## config.mk

```make
export PLATFORM = sky130hd
export DESIGN_NAME = tremolo_lfo_probability
export DESIGN_NICKNAME = d
export VERILOG_FILES = /design/src/rtl/tremolo_lfo_probability_pkg.sv /design/src/rtl/lfo_waveform_lut.sv /design/src/rtl/tremolo_lfo_probability.sv
export SDC_FILE = /design/constraint.sdc
export NUM_CORES = 1
export LEC_CHECK = 0
export ABC_AREA = 1
export CORE_MARGIN = 4
export CORE_UTILIZATION = 50
export DETAILED_ROUTE_END_ITERATION = 12
export GPL_TIMING_DRIVEN = 0
export PLACE_DENSITY_LB_ADDON = 0.25
export SETUP_SLACK_MARGIN = 0.1
export SYNTH_ARGS = -nofsm -noshare
export SYNTH_HDL_FRONTEND = slang
export SYNTH_HIERARCHICAL = 1
export SYNTH_SLANG_ARGS = --single-unit
```

## constraint.sdc

```tcl
create_clock -name clk_i -period 5.6 [get_ports clk_i]
set_input_delay 1.12 -clock clk_i [delete_from_list [all_inputs] [get_ports clk_i]]
set_output_delay 1.12 -clock clk_i [all_outputs]
set_load 0.005 [all_outputs]
```

## src/rtl/tremolo_lfo_probability_pkg.sv

```systemverilog
// Shared types and constants for the tremolo LFO and the biased bitstream
// generator that consumes its probability word.
package tremolo_pkg;

  // Probability scale that represents 1.0; the bitstream generator uses the same value.
  localparam int TOKENS_FOR_1_DEFAULT = 2**16;

  // Default widths of the LFO configuration fields.
  localparam int LFO_PHASE_W = 24;
  localparam int LFO_DEPTH_W = 8;

  // Waveform select. Code 3 is reserved and is shaped as a triangle.
  typedef enum logic [1:0] {
    SHAPE_TRI = 2'd0,
    SHAPE_SQR = 2'd1,
    SHAPE_SAW = 2'd2
  } shape_e;

  // One complete LFO configuration, as captured by a cfg_valid strobe.
  typedef struct packed {
    logic [LFO_PHASE_W-1:0] rate;
    logic [LFO_DEPTH_W:0]   depth;
    logic [1:0]             shape;
  } lfo_cfg_t;

endpackage

```

## src/rtl/lfo_waveform_lut.sv

```systemverilog
// Combinational phase-to-waveform mapping. Only the top T_W+1 phase bits
// matter: the MSB selects the half period, the bits below it form the ramp.
module lfo_waveform_lut
  import tremolo_pkg::*;
#(
  parameter int T_W = 16
) (
  input  logic [T_W:0] i_phaseTop,
  input  logic [1:0]   i_shape,
  output logic [T_W:0] o_wave
);

  localparam logic [T_W:0] FULL = {1'b1, {T_W{1'b0}}};

  logic           w_msb;
  logic [T_W-1:0] w_ramp;
  logic [T_W-1:0] w_saw;

  assign w_msb  = i_phaseTop[T_W];
  assign w_ramp = i_phaseTop[T_W-1:0];
  assign w_saw  = i_phaseTop[T_W:1];

  // Triangle rises over the first half period and falls over the second;
  // square is full then empty; saw-down falls across the whole period.
  always_comb begin
    o_wave = {1'b0, w_ramp};
    case (i_shape)
      SHAPE_SQR: o_wave = w_msb ? '0 : FULL;
      SHAPE_SAW: o_wave = FULL - {1'b0, w_saw};
      default:   o_wave = w_msb ? (FULL - {1'b0, w_ramp}) : {1'b0, w_ramp};
    endcase
  end

endmodule

```

## src/rtl/tremolo_lfo_probability.sv

```systemverilog
// Tremolo LFO: per audio sample it advances a phase accumulator, shapes the
// phase into a waveform, scales it by the depth and emits a probability word
// with a generate strobe three cycles after the sample tick.
module tremolo_lfo_probability
  import tremolo_pkg::*;
#(
  parameter int  TOKENS_FOR_1  = TOKENS_FOR_1_DEFAULT,
  parameter int  PHASE_W       = 24,
  parameter int  DEPTH_W       = 8,
  localparam int PROBABILITY_W = $clog2(TOKENS_FOR_1) + 1
) (
  input  logic                     clk_i,
  input  logic                     srst_i,
  input  logic                     sample_tick_i,
  input  logic                     cfg_valid_i,
  input  logic [PHASE_W-1:0]       rate_i,
  input  logic [DEPTH_W:0]         depth_i,
  input  logic [1:0]               shape_i,
  output logic [PROBABILITY_W-1:0] probability_o,
  output logic                     generate_bit_o,
  output logic                     phase_wrap_o
);

  localparam int T_W    = PROBABILITY_W - 1;
  localparam int PROD_W = PROBABILITY_W + DEPTH_W + 1;

  localparam logic [PROBABILITY_W-1:0] FULL      = {1'b1, {T_W{1'b0}}};
  localparam logic [DEPTH_W:0]         DEPTH_MAX = {1'b1, {DEPTH_W{1'b0}}};

  if ((TOKENS_FOR_1 < 2) || ((TOKENS_FOR_1 & (TOKENS_FOR_1 - 1)) != 0)) begin : g_badTokens
    $error("TOKENS_FOR_1 must be a power of two");
  end
  if (PHASE_W - 1 < T_W) begin : g_badPhaseW
    $error("PHASE_W too narrow for TOKENS_FOR_1");
  end

  // Active and pending configuration
  logic [PHASE_W-1:0] r_activeRate;
  logic [DEPTH_W:0]   r_activeDepth;
  logic [1:0]         r_activeShape;
  logic [PHASE_W-1:0] r_pendRate;
  logic [DEPTH_W:0]   r_pendDepth;
  logic [1:0]         r_pendShape;
  logic               r_pendValid;

  // Pipeline
  logic [PHASE_W-1:0]       r_phase;
  logic                     r_s0Valid;
  logic                     r_s0Wrap;
  logic [PROBABILITY_W-1:0] r_s1Wave;
  logic [DEPTH_W:0]         r_s1Depth;
  logic                     r_s1Valid;
  logic                     r_s1Wrap;
  logic [PROBABILITY_W-1:0] r_prob;
  logic                     r_gen;
  logic                     r_wrap;

  logic [PHASE_W:0]         w_sum;
  logic                     w_carry;
  logic                     w_wrapEdge;
  logic                     w_rateZero;
  logic                     w_useInputs;
  logic                     w_usePending;
  logic [DEPTH_W:0]         w_depthClamped;
  logic [PROBABILITY_W-1:0] w_wave;
  logic [PROBABILITY_W-1:0] w_atten;
  logic [PROD_W-1:0]        w_product;

  assign w_sum      = {1'b0, r_phase} + {1'b0, r_activeRate};
  assign w_carry    = w_sum[PHASE_W];
  assign w_wrapEdge = sample_tick_i && w_carry;
  assign w_rateZero = (r_activeRate == '0);

  // A new config arriving on an edge where config may be applied wins over
  // anything pending; a frozen LFO (rate 0) would never wrap, so it applies
  // its pending config on the very next edge.
  assign w_useInputs  = cfg_valid_i && (w_wrapEdge || (w_rateZero && r_pendValid));
  assign w_usePending = !w_useInputs && r_pendValid && (w_wrapEdge || w_rateZero);

  assign w_depthClamped = (depth_i > DEPTH_MAX) ? DEPTH_MAX : depth_i;

  // Capture new config into pending and swap it into the active set on a period boundary
  always_ff @(posedge clk_i) begin
    if (srst_i) begin
      r_activeRate  <= '0;
      r_activeDepth <= '0;
      r_activeShape <= SHAPE_TRI;
      r_pendRate    <= '0;
      r_pendDepth   <= '0;
      r_pendShape   <= SHAPE_TRI;
      r_pendValid   <= 1'b0;
    end else begin
      if (w_useInputs) begin
        r_activeRate  <= rate_i;
        r_activeDepth <= w_depthClamped;
        r_activeShape <= shape_i;
        r_pendValid   <= 1'b0;
      end else if (w_usePending) begin
        r_activeRate  <= r_pendRate;
        r_activeDepth <= r_pendDepth;
        r_activeShape <= r_pendShape;
        r_pendValid   <= 1'b0;
      end
      if (cfg_valid_i && !w_useInputs) begin
        r_pendRate  <= rate_i;
        r_pendDepth <= w_depthClamped;
        r_pendShape <= shape_i;
        r_pendValid <= 1'b1;
      end
    end
  end

  // Stage 0: advance the phase on each sample tick and remember whether it wrapped
  always_ff @(posedge clk_i) begin
    if (srst_i) begin
      r_phase   <= '0;
      r_s0Valid <= 1'b0;
      r_s0Wrap  <= 1'b0;
    end else begin
      r_s0Valid <= sample_tick_i;
      if (sample_tick_i) begin
        r_phase  <= w_sum[PHASE_W-1:0];
        r_s0Wrap <= w_carry;
      end
    end
  end

  lfo_waveform_lut #(
    .T_W (T_W)
  ) u_lut (
    .i_phaseTop (r_phase[PHASE_W-1 -: T_W+1]),
    .i_shape    (r_activeShape),
    .o_wave     (w_wave)
  );

  // Stage 1: register the shaped waveform with the depth in force for this sample
  always_ff @(posedge clk_i) begin
    if (srst_i) begin
      r_s1Wave  <= '0;
      r_s1Depth <= '0;
      r_s1Valid <= 1'b0;
      r_s1Wrap  <= 1'b0;
    end else begin
      r_s1Valid <= r_s0Valid;
      if (r_s0Valid) begin
        r_s1Wave  <= w_wave;
        r_s1Depth <= r_activeDepth;
        r_s1Wrap  <= r_s0Wrap;
      end
    end
  end

  assign w_atten   = FULL - r_s1Wave;
  assign w_product = PROD_W'(w_atten) * PROD_W'(r_s1Depth);

  // Stage 2: attenuate 1.0 by depth-scaled (1 - w) and hold the result between pulses
  always_ff @(posedge clk_i) begin
    if (srst_i) begin
      r_prob <= FULL;
      r_gen  <= 1'b0;
      r_wrap <= 1'b0;
    end else begin
      r_gen  <= r_s1Valid;
      r_wrap <= r_s1Valid && r_s1Wrap;
      if (r_s1Valid) begin
        r_prob <= FULL - PROBABILITY_W'(w_product >> DEPTH_W);
      end
    end
  end

  assign probability_o  = r_prob;
  assign generate_bit_o = r_gen;
  assign phase_wrap_o   = r_wrap;

endmodule

```

==> results.md <==
| Step | Parameter | Value |
|:---|:---|:---|
| outcome | Outcome | finished, violations left |
| outcome | Failing checks | setup timing |
| clock network | Clock slew seen by the registers of the worst setup and hold paths | 60 ps |
| timing | Number of failing hold endpoints at the final stage | 0 |
| run | MaxCap Viol Count | 0 |
| detailed routing | Number of routed nets with antenna violations | 0 |
| layout | Most frequent cells in the layout | sky130_fd_sc_hd__nand2_1 (443), sky130_fd_sc_hd__inv_1 (356), sky130_fd_sc_hd__nor2_1 (200), sky130_fd_sc_hd__dfxtp_1 (142), sky130_fd_sc_hd__a21oi_1 (128) |
| timing | Final Max Tran Viols | 0 |
| detailed routing | Avg WL per Cell | 16.4 um |
| critical path | Maximum fanout along the worst path | 4 |
| floorplan | Die Outline Area | 29700 um^2 |
| critical path | Setup Crit Path Kind | reg2reg |
| critical path | Most frequent cell on the critical path | sky130_fd_sc_hd__nand2_4 |
| placed design | Total half-perimeter wirelength after legalization and detailed placement | 30100 um |
| global routing | GR met1 Demand/Resource | 0.316 |
| clock network | Worst-skew pair later-pin latency | 430 ps |
| placed design | Number of buffers inserted by port buffering | 55 |
| yosys | Cells after Synth | 2065 |
| critical path | Startpoint of the most critical register-to-register path | r_s1Wave[0] |
| global routing | Vias in the first global route | 13200 |
| power and ir drop | Post-layout power | 8.15 mW |
| hold path | Worst hold endpoint | r_pendRate[21] |
| timing | Maximum clock frequency | 163 MHz |
| critical path | Reg2reg setup slack | -520 ps |
| critical path | R2r endpoint | probability_o[10] |
| clock network | CTS tree | built |
| timing | Worst Max-Slew Pin Slew | 742 ps |
| timing | Relative slew slack | 0.505 |
| global routing | Number of antenna violations at the first check in global routing | 0 |
| hold path | Startpoint of the worst hold path | r_pendRate[21] |
| critical path | Element type at the critical path start | flip-flop |
| clock network | Hold buffer count at cts | 0 |
| critical path | Required time at the endpoint of the critical path | 5930 ps |
| clock network | Clock sink count | 144 |
| detailed routing | Detailed Route Iter0 Violations | 868 |
| floorplan | Floorplan Core Area | 26400 um^2 |
| power and ir drop | Maximum resistive drop on vdd | 0.310 mV |
| power and ir drop | Total power divided by cell area | 485 nW/um^2 |
| global routing | Total Routing Usage GR | 0.265 |
| detailed routing | Overall via count from detail_route | 13500 |
| detailed routing | Final routed wirelength across all metal layers | 41600 um |
| global routing | Global-route congestion overflow total | 0 |
| layout | Most frequent standard cell in the layout excluding fill and tap cells | sky130_fd_sc_hd__nand2_1 |
| global routing | First-pass GRT wire length | 63500 um |
| critical path | Category of cells accounting for the largest share of critical-path delay | simple AND/OR/NAND/NOR gates |
| critical path | Count of buffering cells on the critical path with inverters included | 7 |
| layout | Antenna diodes | 0 |
| critical path | Setup crit end kind | flip-flop |
| yosys | Post-Syn Nets | 2279 |
| critical path | Worst path slowest cell | sky130_fd_sc_hd__fa_1 |
| clock network | Deepest clock path buffer count | 2 |
| timing | Number of setup violations in the final report | 13 |
| floorplan | Die Span X | 172 um |
| layout | Area Growth Syn to Fin | 24.4% |
| timing | Fin Hold WS | 458 ps |
| critical path | Depth of the worst register-to-register path | 35 |
| yosys | Number of synthesized register bits | 144 |
| global routing | Met2 track demand over resource in global routing | 0.481 |
| yosys | Post-synthesis sequential area ratio | 0.213 |
| floorplan | Effective utilization at floorplan | 0.513 |
| global routing | Busiest layer in global routing | met2 |
| floorplan | Vert. Die Dim | 172 um |
| timing | Unrepaired setup endpoints after global routing | yes |
| timing | Final critical-path share of the clock period | 1.09 |
| timing | Fin crit period | 6120 ps |
| timing | Fin Clk Skew | 13.7 ps |
| yosys | Most frequently used flop master after synthesis | sky130_fd_sc_hd__dfxtp_1 |
| power and ir drop | Leakage | 8.53 nW |
| clock network | Clock Tree Root | sky130_fd_sc_hd__clkbuf_16 |
| yosys | Number of warnings printed during yosys synthesis | 6 |
| layout | Final-stage net count | 2411 |
| clock network | Clock H-tree levels | 4 |
| timing | PnR worst setup slack | -519 ps |
| yosys | Synthesized cell area | 13500 um^2 |
| global routing | Met3 routing resource usage after global routing | 0.0366 |
| hold path | Hold Path Class | reg2reg |
| detailed routing | Vias per cell | 5.32 |
| detailed routing | Drt pass-1 iters | 5 |
| yosys | Share of async-settable or async-resettable flops after synthesis | 0 |
| clock network | Number of buffers added by the clock tree synthesis step | 17 |
| critical path | Arrival time reported for the critical path endpoint | 6440 ps |
| yosys | Number of enable-type register cells in the synthesized netlist | 0 |
| detailed routing | Post-detailed-route DRC marker count | 0 |
| critical path | Critical Path Max Stage Delay | 540 ps |
| floorplan | Number of standard-cell rows in the floorplan | 59 |
| placed design | Cell Count Post-Placement | 2455 |
| hold path | Worst hold stages | 2 |
| floorplan | Boundary Pins | 58 |
| layout | Final Non-Filler Cells | 2544 |
| yosys | Post-synthesis cell type count | 46 |
| global routing | Maximum number of pins on one net before global-route repair | 17 |
| placed design | Placer congestion estimate | 0.939 |
| layout | Fraction of layout instances using a drive strength above 1 | 0.182 |
| yosys | Mean instance size in the synthesized netlist | 6.55 um^2 |
[worst max-delay path by stage]
stage | from | end | slack, ps | depth (start not counted)
2_1_floorplan | r_s1Wave[0] | probability_o[15] | 100 | 34
3_5_place_dp | r_s1Wave[0] | probability_o[12] | -1030 | 33
3_3_place_gp | r_s1Wave[0] | probability_o[12] | -950 | 33
4_1_cts | r_s1Wave[0] | probability_o[9] | -180 | 33
5_1_grt | r_s1Wave[0] | probability_o[14] | -810 | 37
6_report | r_s1Wave[0] | probability_o[10] | -520 | 35
[cell usage after synthesis (all sizes together), types with 16 or more instances]
master / number / area [um^2]
nand2: 535 / 2050
buf: 25 / 148
xnor2: 16 / 140
o21ai: 146 / 783
clkbuf: 41 / 154
fa: 105 / 2100
a21oi: 147 / 751
inv: 401 / 1510
nand3: 94 / 475
dfxtp: 144 / 2880
nor2: 251 / 1020
ha: 70 / 876
[cells by family after synthesis]
logic type,synth area share
fa+ha+maj,0.220
compound gates,0.126
xor+xnor,0.0201
simple gates,0.286
buf+inv,0.134
flops,0.213
[through the flow]
step                      utilization  setup WS (ps)  cell area [um^2]  TNS [ps]
final                           0.638           -519             16800     -4520
after CTS                       0.606           -177             16000     -1430
after global routing            0.638           -811             16800     -8470
after global placement          0.551           -945             14500    -11300
after floorplan                     -            100             13600         0
after detailed placement        0.551          -1030             14500    -12450
[state kept, by name, indices dropped and copies added (netlist names)]
| signal | flops |
|---|---|
| generate_bit_o | 1 |
| phase_wrap_o | 1 |
| probability_o | 17 |
| r_activeDepth | 9 |
| r_activeRate | 24 |
| r_activeShape | 2 |
| r_pendDepth | 9 |
| r_pendRate | 24 |
| r_pendShape | 2 |
| r_pendValid | 1 |
| r_phase | 24 |
| r_s0Valid | 1 |
| r_s0Wrap | 1 |
| r_s1Depth | 9 |
| r_s1Valid | 1 |
| r_s1Wave | 17 |
| r_s1Wrap | 1 |
[area by class of cell]
type	count	area, um^2
plain buffers	66	305
well taps	335	419
multi-input cells	1452	10100
fillers	2300	9530
flip-flops and latches	144	2890
inverters	403	1530
repair buffers	113	1010
clock inverters	12	126
clock buffers	19	453
[repair_timing]
item                                    CTS  global route
resized for setup                       158           196
pin swaps                                69            97
setup buffers                            32            26
endpoints found under the setup margin   16            16
[worst register-to-register path: cells and delay by family (launching register included)]
family,cells,cell delay (ps)
and+or+nand+nor,21,2520
buffers and inverters,7,490
DFF,1,320
AOI/OAI and AO/OA,2,340
adders and majority gates,5,2370
[metal layers]
layer | up-vias | share of wire
met3 | 134 | 0.049
li1 | 6610 | -
met5 | - | 0
met1 | 6396 | 0.40
met4 | 0 | 0.050
met2 | 396 | 0.50
[report_power, final]
part	switching (mW)	total [mW]	internal, mW
sequential	0.164	1.40	1.23
clock	0.486	1.13	0.645
combinational	3.52	5.63	2.11
total	4.17	8.15	3.99
No activity file was read; power rests on OpenSTA's default activity.
